<file path="config.mk">
export PLATFORM = sky130hd
export DESIGN_NAME = regfile_wb_scheduler
export DESIGN_NICKNAME = d
export VERILOG_FILES = /design/src/rtl/regwb_pkg.sv /design/src/rtl/regwb_fifo.sv /design/src/rtl/regfile_wb_scheduler.sv
export SDC_FILE = /design/constraint.sdc
export NUM_CORES = 1
export LEC_CHECK = 0
export CORE_MARGIN = 2
export CORE_UTILIZATION = 35
export CTS_CLUSTER_DIAMETER = 80
export DETAILED_ROUTE_END_ITERATION = 10
export PLACE_DENSITY = 0.7
export SLEW_MARGIN = 10
export SYNTH_ARGS = -nofsm -noshare
export SYNTH_HDL_FRONTEND = slang
export SYNTH_SLANG_ARGS = --single-unit
</file>
<file path="constraint.sdc">
create_clock -name clk -period 4.3 [get_ports clk]
set_input_delay 0.86 -clock clk [delete_from_list [all_inputs] [get_ports clk]]
set_output_delay 0.86 -clock clk [all_outputs]
set_load 0.03 [all_outputs]
</file>
<file path="src/rtl/regwb_pkg.sv">
// Shared types and sizing for the register-file writeback scheduler.
// Optional starvation guard is enabled with the REGWB_STARVE_GUARD_EN macro.
package regwb_pkg;

   localparam int WIDTH        = 32;
   localparam int DEPTH        = 32;
   localparam int ADR_W        = $clog2(DEPTH);
   localparam int FIFO_DEPTH   = 2;
   localparam int STARVE_LIMIT = 4;

   // One buffered secondary result: destination register plus data.
   typedef struct packed {
      logic [ADR_W-1:0] adr;
      logic [WIDTH-1:0] data;
   } wb_entry_t;

endpackage

</file>
<file path="src/rtl/regwb_fifo.sv">
// Small synchronous FIFO of secondary writeback entries with full/empty flags.
// Caller guarantees no push when full and no pop when empty; both are masked anyway.
module regwb_fifo
   import regwb_pkg::*;
#(
   parameter int DEPTH_N = FIFO_DEPTH
) (
   input  logic      clk,
   input  logic      rst,
   input  logic      push,
   input  logic      pop,
   input  wb_entry_t din,
   output wb_entry_t head,
   output logic      full,
   output logic      empty
);

   localparam int PTR_W = (DEPTH_N > 1) ? $clog2(DEPTH_N) : 1;
   localparam int CNT_W = $clog2(DEPTH_N + 1);

   wb_entry_t        mem [DEPTH_N];
   logic [PTR_W-1:0] rd_ptr;
   logic [PTR_W-1:0] wr_ptr;
   logic [CNT_W-1:0] count;
   logic             do_push;
   logic             do_pop;

   function automatic logic [PTR_W-1:0] ptr_inc(input logic [PTR_W-1:0] p);
      return (p == PTR_W'(DEPTH_N - 1)) ? '0 : p + 1'b1;
   endfunction

   assign full    = (count == CNT_W'(DEPTH_N));
   assign empty   = (count == '0);
   assign do_push = push && !full;
   assign do_pop  = pop && !empty;
   assign head    = mem[rd_ptr];

   // Pointer and occupancy bookkeeping; push and pop may coincide when not full.
   always_ff @(posedge clk) begin
      // NOTE: sequential state uses non-blocking assignments so every flop samples pre-edge values.
      if (!rst) begin
         rd_ptr <= '0;
         wr_ptr <= '0;
         count  <= '0;
      end else begin
         if (do_push) wr_ptr <= ptr_inc(wr_ptr);
         if (do_pop)  rd_ptr <= ptr_inc(rd_ptr);
         case ({do_push, do_pop})
            2'b10:   count <= count + 1'b1;
            2'b01:   count <= count - 1'b1;
            default: count <= count;
         endcase
      end
   end

   // Entry storage; contents are qualified by count, so no reset is needed.
   always_ff @(posedge clk) begin
      // NOTE: storage arrays are deliberately left out of reset; empty/full flags gate every read.
      if (do_push) mem[wr_ptr] <= din;
   end

endmodule

</file>
<file path="src/rtl/regfile_wb_scheduler.sv">
// Arbitrates the single register-file write port between the WB stage (primary)
// and buffered long-latency results (secondary), and tracks busy destinations.
// Define REGWB_STARVE_GUARD_EN to force a FIFO drain after STARVE_LIMIT primary wins.
module regfile_wb_scheduler
   import regwb_pkg::*;
(
   input  logic             clk,
   input  logic             rst,
   input  logic             P_WE,
   input  logic [ADR_W-1:0] P_ADR,
   input  logic [WIDTH-1:0] P_DATA,
   input  logic             S_VALID,
   output logic             S_READY,
   input  logic [ADR_W-1:0] S_ADR,
   input  logic [WIDTH-1:0] S_DATA,
   input  logic             S_ISSUE,
   input  logic [ADR_W-1:0] S_ISSUE_ADR,
   input  logic [ADR_W-1:0] RS1_ADR,
   input  logic [ADR_W-1:0] RS2_ADR,
   output logic             HAZARD,
   output logic             WB_STALL,
   output logic             REGWRITE,
   output logic [ADR_W-1:0] ADR_WR_REG,
   output logic [WIDTH-1:0] WR_DATA
);

   wb_entry_t        head;
   logic             full;
   logic             empty;
   logic             push;
   logic             pop;
   logic             grant_p;
   logic             forced_drain;
   logic [DEPTH-1:0] busy;

   regwb_fifo #(.DEPTH_N(FIFO_DEPTH)) u_fifo (
      .clk   (clk),
      .rst   (rst),
      .push  (push),
      .pop   (pop),
      .din   ('{adr: S_ADR, data: S_DATA}),
      .head  (head),
      .full  (full),
      .empty (empty)
   );

   assign S_READY = rst && !full;
   assign push    = S_VALID && S_READY;
   assign grant_p = rst && P_WE && !forced_drain;
   assign pop     = rst && !grant_p && !empty;

`ifdef REGWB_STARVE_GUARD_EN
   localparam int SC_W = $clog2(STARVE_LIMIT + 1);
   logic [SC_W-1:0] starve_cnt;

   // Count primary wins while the FIFO waits; any pop restarts the count.
   always_ff @(posedge clk) begin
      if (!rst)                                                  starve_cnt <= '0;
      else if (pop)                                              starve_cnt <= '0;
      else if (grant_p && !empty && starve_cnt < SC_W'(STARVE_LIMIT)) starve_cnt <= starve_cnt + 1'b1;
   end

   assign forced_drain = !empty && (starve_cnt >= SC_W'(STARVE_LIMIT));
   assign WB_STALL     = rst && P_WE && forced_drain;
`else
   assign forced_drain = 1'b0;
   assign WB_STALL     = 1'b0;
`endif

   // Write-port mux: primary when granted, otherwise the FIFO head, otherwise idle.
   always_comb begin
      // NOTE: every output of a combinational block gets a default first so no latch is inferred.
      REGWRITE   = 1'b0;
      ADR_WR_REG = '0;
      WR_DATA    = '0;
      if (grant_p) begin
         REGWRITE   = 1'b1;
         ADR_WR_REG = P_ADR;
         WR_DATA    = P_DATA;
      end else if (pop) begin
         REGWRITE   = 1'b1;
         ADR_WR_REG = head.adr;
         WR_DATA    = head.data;
      end
   end

   // Busy scoreboard: clear on head pop, set on issue; the later set overrides a same-address clear.
   always_ff @(posedge clk) begin
      if (!rst) begin
         busy <= '0;
      end else begin
         if (pop) busy[head.adr] <= 1'b0;
         // NOTE: the last non-blocking assignment to a bit wins, which gives set priority over clear.
         if (S_ISSUE && S_ISSUE_ADR != '0) busy[S_ISSUE_ADR] <= 1'b1;
      end
   end

   assign HAZARD = rst && ((RS1_ADR != '0 && busy[RS1_ADR]) ||
                           (RS2_ADR != '0 && busy[RS2_ADR]));

endmodule
</file>
* Yosys cells after proc, flatten, opt, wreduce, memory -nomap -nowiden
Memory sizes are Yosys's and may differ from the RTL's. A register that Yosys moved wholly into a read port is not among the register bits. Index checks and enable logic that the tools add are counted.
Word-level totals: register bits 36, memories kept 1, output and inout port bits 41, RAM bits 74, input bits 94, word-level logic and storage cells 67
Operators by class: equality and inequality tests 3, order comparisons 6, reduce and logical (&&, ||, !) cells 22, mux-type cells 24, add/subtract/negate cells 4, bitwise gates (word level) 3
Memory list:
- u_fifo.mem | depth 2, bits a word 37, read ports 1, clocked after memory_dff 1, wr ports 1, line regwb_fifo.sv:21 | wb_entry_t mem [DEPTH_N];
Operator list (count):
- 32-bit 2-to-1 mux | 5
- 32-bit AND | 1
- 32-bit NOT | 1
- 32-bit bitwise OR | 1
- 5-bit by 6-bit less-than comparator with 1-bit output (second input constant) | 4
- 5-bit nonzero test | 3
- 1-bit logical AND | 13
- 1-bit 2-to-1 mux | 12
- 1-bit binary-select mux with 5-bit select | 2
- 1-bit demux with 5-bit select | 2
- 5-bit by 1-bit >= comparator with 1-bit output (second input constant) | 2
- 5-bit 2-to-1 mux | 2
- 2-bit equality test (second input constant) | 2
- 2-bit one-hot mux with 2 select lines | 1
- 1-bit zero test | 3
- 1-bit adder (second input constant) | 2
- 2-bit by 1-bit adder with 2-bit output (second input constant) | 1
- 2-bit by 1-bit equality test with 1-bit output (second input constant) | 1
- 2-bit zero test | 1
- 2-bit nonzero test | 1
- 2-bit by 1-bit subtractor with 2-bit output (second input constant) | 1
- 1-bit logical OR | 1

* Logic depth before layout (Yosys ltp)
Gate-level depths: netlist of run 1.
depth after elaboration 10, mapped depth 8, depth with buffers taken out 7

* Hierarchy
Synthesis of run 1 repeated with hierarchy kept, for this count alone.
Unflattened totals: cells, all modules 418, area total of the unflattened synthesis 5285.1 um2
Modules (own cells, without submodules):
- regwb_fifo | area an instance 2895.3 um2, sequential area each 2322.2 um2, times used 1, cells each 141
- regfile_wb_scheduler | area an instance 2389.8 um2, sequential area each 640.6 um2, times used 1, cells each 277

* Least setup slack after synthesis of run 1
No wires, ideal clock.
path type input-to-reg, from in rst, to mem u_fifo.mem[0][0] in the netlist's numbering, enable pin, library setup time 0.431 ns, arrival time 3.261 ns, cell stages on the path 4, required time 3.869 ns, path buffers 0, slack 0.607 ns, cells stage by stage inv_1 > a21oi_1 > nand2_1 > nor2_1
Between the ends: word-level cells in the longest chain between the ends 5
Ends and longest elaborated chain:
- start: declaration | line regfile_wb_scheduler.sv:8 | input logic rst,
- 1-bit logical AND | line regfile_wb_scheduler.sv:47 | assign S_READY = rst && !full;
- net S_READY | line regfile_wb_scheduler.sv:13 | output logic S_READY,
- 1-bit logical AND | line regfile_wb_scheduler.sv:48 | assign push = S_VALID && S_READY;
- 1-bit logical AND | line regwb_fifo.sv:34 | assign do_push = push && !full;
- 1-bit 2-to-1 mux | line regwb_fifo.sv:59 | if (do_push) mem[wr_ptr] <= din;
- 1-bit 2-to-1 mux (implied by the code) | line regwb_fifo.sv:59
- end: declaration | line regwb_fifo.sv:21
The timed path passes the listed nets, and every way through them passes these cells.

* Final worst setup path of run 1
from in RS2_ADR[2], to out HAZARD
Between the ends: word-level cells in the longest chain between the ends 5, elaborated cells between the ends (all ways) 6, those cells by class mux: 2; reduce/logical: 4
Ends and longest elaborated chain:
- start: declaration | line regfile_wb_scheduler.sv:19 | input logic [ADR_W-1:0] RS2_ADR,
- 1-bit binary-select mux with 5-bit select | line regfile_wb_scheduler.sv:99 | (RS2_ADR != '0 && busy[RS2_ADR]));
- 1-bit 2-to-1 mux (implied by the code) | line regfile_wb_scheduler.sv:99
- 1-bit logical AND * | line regfile_wb_scheduler.sv:99
- 1-bit logical OR * | line regfile_wb_scheduler.sv:98 | assign HAZARD = rst && ((RS1_ADR != '0 && busy[RS1_ADR]) ||
- 1-bit logical AND * | line regfile_wb_scheduler.sv:98
- end: declaration | line regfile_wb_scheduler.sv:20 | output logic HAZARD,
Every way passes the cells marked *; elsewhere a longest branch is shown, timed or not. The select of a mux whose other input is x is not followed.

==> flow_summary.toml, run 1 <==
[synth]
ys_seq_area_frac = 0.5734
synth_top_family_by_area = "multiplexers"
netlist_area_um2 = 5167
yosysWarnings = 0
syn-num-nets = 551
synthCells = 456
yosys.area_share.xor_xnor = 0.006780
ys_ff_latch = 111
synthAdderAreaFrac = 0.002421
synth-simple-area-share = 0.1039
ys_types = 45
synth-async-reset-ratio = 0
syn_avg_cell_area_um2 = 11.33
synth-compound-area-share = 0.1383
synth_mux_area_frac = 0.1453
synth_edf_count = 74
synth-main-ff-cell = "edfxtp_1"

[power_and_ir_drop]
peakVddDrop_v = 0.0001688
p_per_area_nw_per_um2 = 358.4
finalPower_w = 0.002519
p_leak_nw = 2.388

[routing]
via_per_inst = 5.229
routed_wl_mm = 12.85
vias = 4042
drc = 0
routedWlPerCell_um = 16.62
ant_nets = 0
first_iter_violations = 278
dr.pass1.iters = 4

[grt]
grt_pass1_wl_mm = 20.35
grt_overflow = 0
grt_pass1_vias = 4173
grt_usage = 0.1617
grt_antenna_before_repair = 0
grt_max_degree = 39

[die]
start_util = 0.3569
dieHeight_um = 125.5
coreArea_um2 = 14480
dieArea_um2 = 15750
rows = 44
io_pins = 135
die_x_um = 125.5

[sta]
fin_skew_ns = 0.01198
slew_headroom = 0.3735
fmax_ghz = 0.2393
fin_crit_ns = 4.179
tightest_slew_ns = 0.9398
finalSetupViolations = 0
grt_setup_unrepaired = "false"
hold_viol = 0
post-route-period-util = 0.9718
slew_viol_final = 0

[setup_path]
cp-end-kind = "output port"
critPathLaunchType = "input pin"
worstPathArrival_ns = 3.32
rr_worst_depth = 5
r2r_end = "busy[28]"
worstSetupPathType = "in -> out"
required_ns = 3.44
crit_fanout = 2
cp-startpoint = "RS2_ADR[2]"
r2r_slack_ns = 1.91
critPathCapture = "HAZARD"

[status]
status = "complete, no violations"

[layout]
area_growth_pct = 36.03
final_util = 0.4855
layout-drive-gt1-share = 0.07980
layout_commonest_cell = "clkdlybuf4s50_1"
antennaDiodeCount = 0
mostFrequentLayoutCells = "clkdlybuf4s50_1 (128), nand2_1 (85), edfxtp_1 (74), o21ai_0 (70)"
fin_nets = 679

[clock_tree]
clk_latency_ns = 0.35
cts_tree = "yes"
cts_max_path_buffers = 2
cts_sinks = 111
cts_inserted_buffers = 9
cts-root-buf = "clkbuf_16"
hold_buffers = 0
clkTransAtPathRegs_ns = 0.07
htree_levels = 3

[place]
hpwl_mm = 9.372
gp_congestion = 0.8650
portBuffers = 133

[hold_path]
min_path_type = "reg -> reg"

[run]
maxCapViolCount = 0
-- registers in the layout (all words and copies together) (netlist names), named ones only --
signal,flops
busy,32
u_fifo.count,2
u_fifo.mem,74
u_fifo.rd_ptr,1
u_fifo.wr_ptr,1
-- what timing repair did --
| item | CTS | global route |
|---|---|---|
| setup endpoints to repair | 1 | 0 |
| buffers inserted | 0 | 0 |
| resized for setup | 2 | 0 |
-- metal layers --
layer | up-vias | wire length, um | GRT usage
met3 | 13 | 1077 | 0.04279
met2 | 186 | 6245 | 0.2769
li1 | 1946 | - | -
met1 | 1897 | 5390 | 0.2001
met4 | 0 | 132 | 0.04967
met5 | - | 0 | 0
-- layout make-up --
type | instances | area (um^2)
fill | 1304 | 7450
sequential | 111 | 2964
multi-input combinational | 310 | 2062
timing repair buffer | 143 | 1409
tap | 184 | 230.2
clock buffer | 9 | 225.2
clock inverter | 7 | 105.1
inverter | 9 | 33.78
-- synth_stat cells (all sizes together), types with 2 or more instances --
library cell | number | area [um^2]
nand2 | 85 | 319.1
edfxtp | 74 | 2222
o21ai | 72 | 360.3
a21oi | 38 | 190.2
mux2i | 38 | 380.4
dfxtp | 37 | 740.7
clkbuf | 16 | 61.30
mux4 | 14 | 336.6
buf | 10 | 56.31
inv | 9 | 33.78
nor2 | 7 | 26.28
nor3b | 6 | 45.04
and3b | 5 | 43.79
nor3 | 5 | 25.02
a211o | 3 | 26.28
and3 | 3 | 18.77
mux2 | 3 | 33.78
xor2 | 3 | 26.28
a2111oi | 2 | 17.52
a21o | 2 | 15.01
and2 | 2 | 12.51
nand2b | 2 | 12.51
nor2b | 2 | 12.51
o22ai | 2 | 12.51
o32ai | 2 | 17.52
-- critical path, stage by stage --
cell and delay, ns:
clkdlybuf4s50_1 0.50, mux4_1 0.54, mux4_2 0.48, a211o_1 0.30, o31a_1 0.29, dlygate4sd2_1 0.35
-- cells by family after synthesis --
family,count (synthesis)
flops,111
simple gates,120
buf+inv,35
mux,55
other cells,1
compound gates,129
xor+xnor,4
fa+ha+maj,1
-- how the worst min path moves through the flow --
stage	startpoint	endpoint	depth (start not counted)
floorplan	busy[0]	busy[0]	1
global placement	busy[0]	busy[0]	1
detailed placement	busy[2]	busy[2]	2
CTS	busy[2]	busy[2]	2
global route	busy[0]	busy[0]	1
finish	busy[2]	busy[2]	2
-- through the flow --
stage / TNS, ns / setup WS, ns / cells / hold slack [ns] / area [um^2]
final: 0 / 0.1214 / 773 / 0.5110 / 7029
after global routing: 0 / 0.05497 / 773 / 0.5268 / 7029
after CTS: 0 / 0.1028 / 773 / 0.5042 / 7029
after detailed placement: -0.2838 / -0.2838 / 757 / 0.4937 / 6701
after global placement: -0.2028 / -0.2028 / 757 / 0.4662 / 6701
after floorplan: 0 / 0.6072 / 456 / 0.4361 / 5167
-- power breakdown --
group | switching (W) | internal (W)
clock | 0.000411 | 0.000475
sequential | 0.0000368 | 0.00118
combinational | 0.000212 | 0.000204
(Power assumes the default switching activity.)
==> run 2: changes to the inputs <==
- CORE_ASPECT_RATIO: unset -> 0.9
==> flow_summary.toml, run 2 (synthesis results as in run 1) <==
[routing]
vias = 4174
routedWlPerCell_um = 17.46
via_per_inst = 5.284
dr.pass1.iters = 4
first_iter_violations = 331
ant_nets = 0
drc = 0
routed_wl_mm = 13.80

[hold_path]
min_path_type = "reg -> reg"
hold_start = "busy[0]"
min_to = "busy[0]"
whs_path_depth = 1

[setup_path]
critPathLaunchType = "input pin"
r2r_start = "u_fifo.count[0]"
rr_worst_depth = 6
critPathBufInv = 2
worstPathArrival_ns = 3.22
crit_path_max_incr_delay_ns = 0.57
crit_fanout = 2
required_ns = 3.44
r2r_end = "u_fifo.count[1]"
cp_top_family = "multiplexers"
cp-end-kind = "output port"
worstSetupPathType = "in -> out"
r2r_slack_ns = 1.88
cp_slowest_cell = "mux4_1"
cp_cell_sequence = "clkdlybuf4s50_1 > mux4_1 > mux4_2 > a211o_1 > o31a_1 > clkbuf_2"

[place]
gp_congestion = 0.8859
place_area_um2 = 6766
hpwl_mm = 9.951
portBuffers = 133

[grt]
grt_max_degree = 39
grt_overflow = 0
grt_antenna_before_repair = 0
grt_pass1_wl_mm = 21.59
grt_pass1_vias = 4106
grt_usage = 0.1756

[run]
maxCapViolCount = 0

[power_and_ir_drop]
p_per_area_nw_per_um2 = 352.7
finalPower_w = 0.002491
p_leak_nw = 2.391
peakVddDrop_v = 0.0001657

[die]
dieHeight_um = 119.3
coreArea_um2 = 14560
die_x_um = 132.1
io_pins = 135
start_util = 0.3550
dieArea_um2 = 15750
rows = 42

[clock_tree]
hold_buffers = 0
cts_inserted_buffers = 9
cts_max_path_buffers = 2
post_cts_buffers = 0
cts_tree = "yes"
clk_latency_ns = 0.35
clkTransAtPathRegs_ns = 0.07
cts_sinks = 111
cts-root-buf = "clkbuf_16"
htree_levels = 3

[sta]
post-route-period-util = 0.9494
tightest_slew_ns = 0.7844
finalSetupViolations = 0
slew_viol_final = 0
fin_skew_ns = 0.008470
fmax_ghz = 0.2450
hold_viol = 0
fin_crit_ns = 4.082
slew_headroom = 0.4771
grt_setup_unrepaired = "false"

[layout]
layout-drive-gt1-share = 0.08446
multi_input_area_um2 = 2062
largestRegisters = "u_fifo.mem (74), busy (32), u_fifo.count (2)"
mostFrequentLayoutCells = "clkdlybuf4s50_1 (128), nand2_1 (85), edfxtp_1 (74), o21ai_0 (70)"
regArea_um2 = 2964
fill_cells = 1309
fin_area_um2 = 7064
antennaDiodeCount = 0
final_util = 0.4853
layout_commonest_cell = "clkdlybuf4s50_1"
regMostFlops = "u_fifo.mem"
area_growth_pct = 36.71
largest_reg_flops = 74
fin_nets = 682

[status]
status = "complete, no violations"
## run 2: layer usage
metal | GRT usage | vias to the layer above | wire (um)
li1 | - | 1948 | -
met1 | 0.2369 | 2019 | 6004
met2 | 0.2760 | 195 | 6383
met3 | 0.04257 | 12 | 1187
met4 | 0.06318 | 0 | 220
met5 | 0 | - | 0
## run 2: timing repair
item                                    4_1_cts  5_1_grt
endpoints found under the setup margin        1        1
gates resized for setup                       2        2
pin swaps                                     0        0
endpoints found under the hold margin         0        0
## run 2: power by group
| group | leakage (nW) | switching [W] | internal, W |
|---|---|---|---|
| combinational | 1.27 | 0.000220 | 0.000208 |
| sequential | 0.979 | 0.0000339 | 0.00118 |
| clock | 0.146 | 0.000390 | 0.000459 |
## run 2: worst max-delay path by stage
stage | start | end | slack (ns) | depth (start not counted)
floorplan | rst | u_fifo.mem[0][0] | 0.61 | 4
global placement | RS2_ADR[0] | HAZARD | -0.30 | 6
detailed placement | RS2_ADR[0] | HAZARD | -0.32 | 6
CTS | RS2_ADR[2] | HAZARD | 0.05 | 6
global route | RS2_ADR[2] | HAZARD | 0.15 | 6
finish | RS2_ADR[2] | HAZARD | 0.22 | 6
## run 2: cell type report
type | count | share of cell area
flip-flops and latches | 111 | 0.4196
well taps | 198 | 0.03507
clock buffers | 9 | 0.03188
repair buffers | 146 | 0.2056
inverters | 9 | 0.004782
multi-input cells | 310 | 0.2919
clock inverters | 7 | 0.01116
## run 2: metrics by stage
step                      setup TNS [ns]  setup WS, ns  hold slack (ns)  std cells
final                                  0        0.2178           0.5032        790
after global routing                   0        0.1536           0.5100        790
after CTS                              0       0.04781           0.5055        790
after detailed placement         -0.3209       -0.3209           0.4915        774
after global placement           -0.3042       -0.3042           0.4835        774
after floorplan                        0        0.6072           0.4361        456
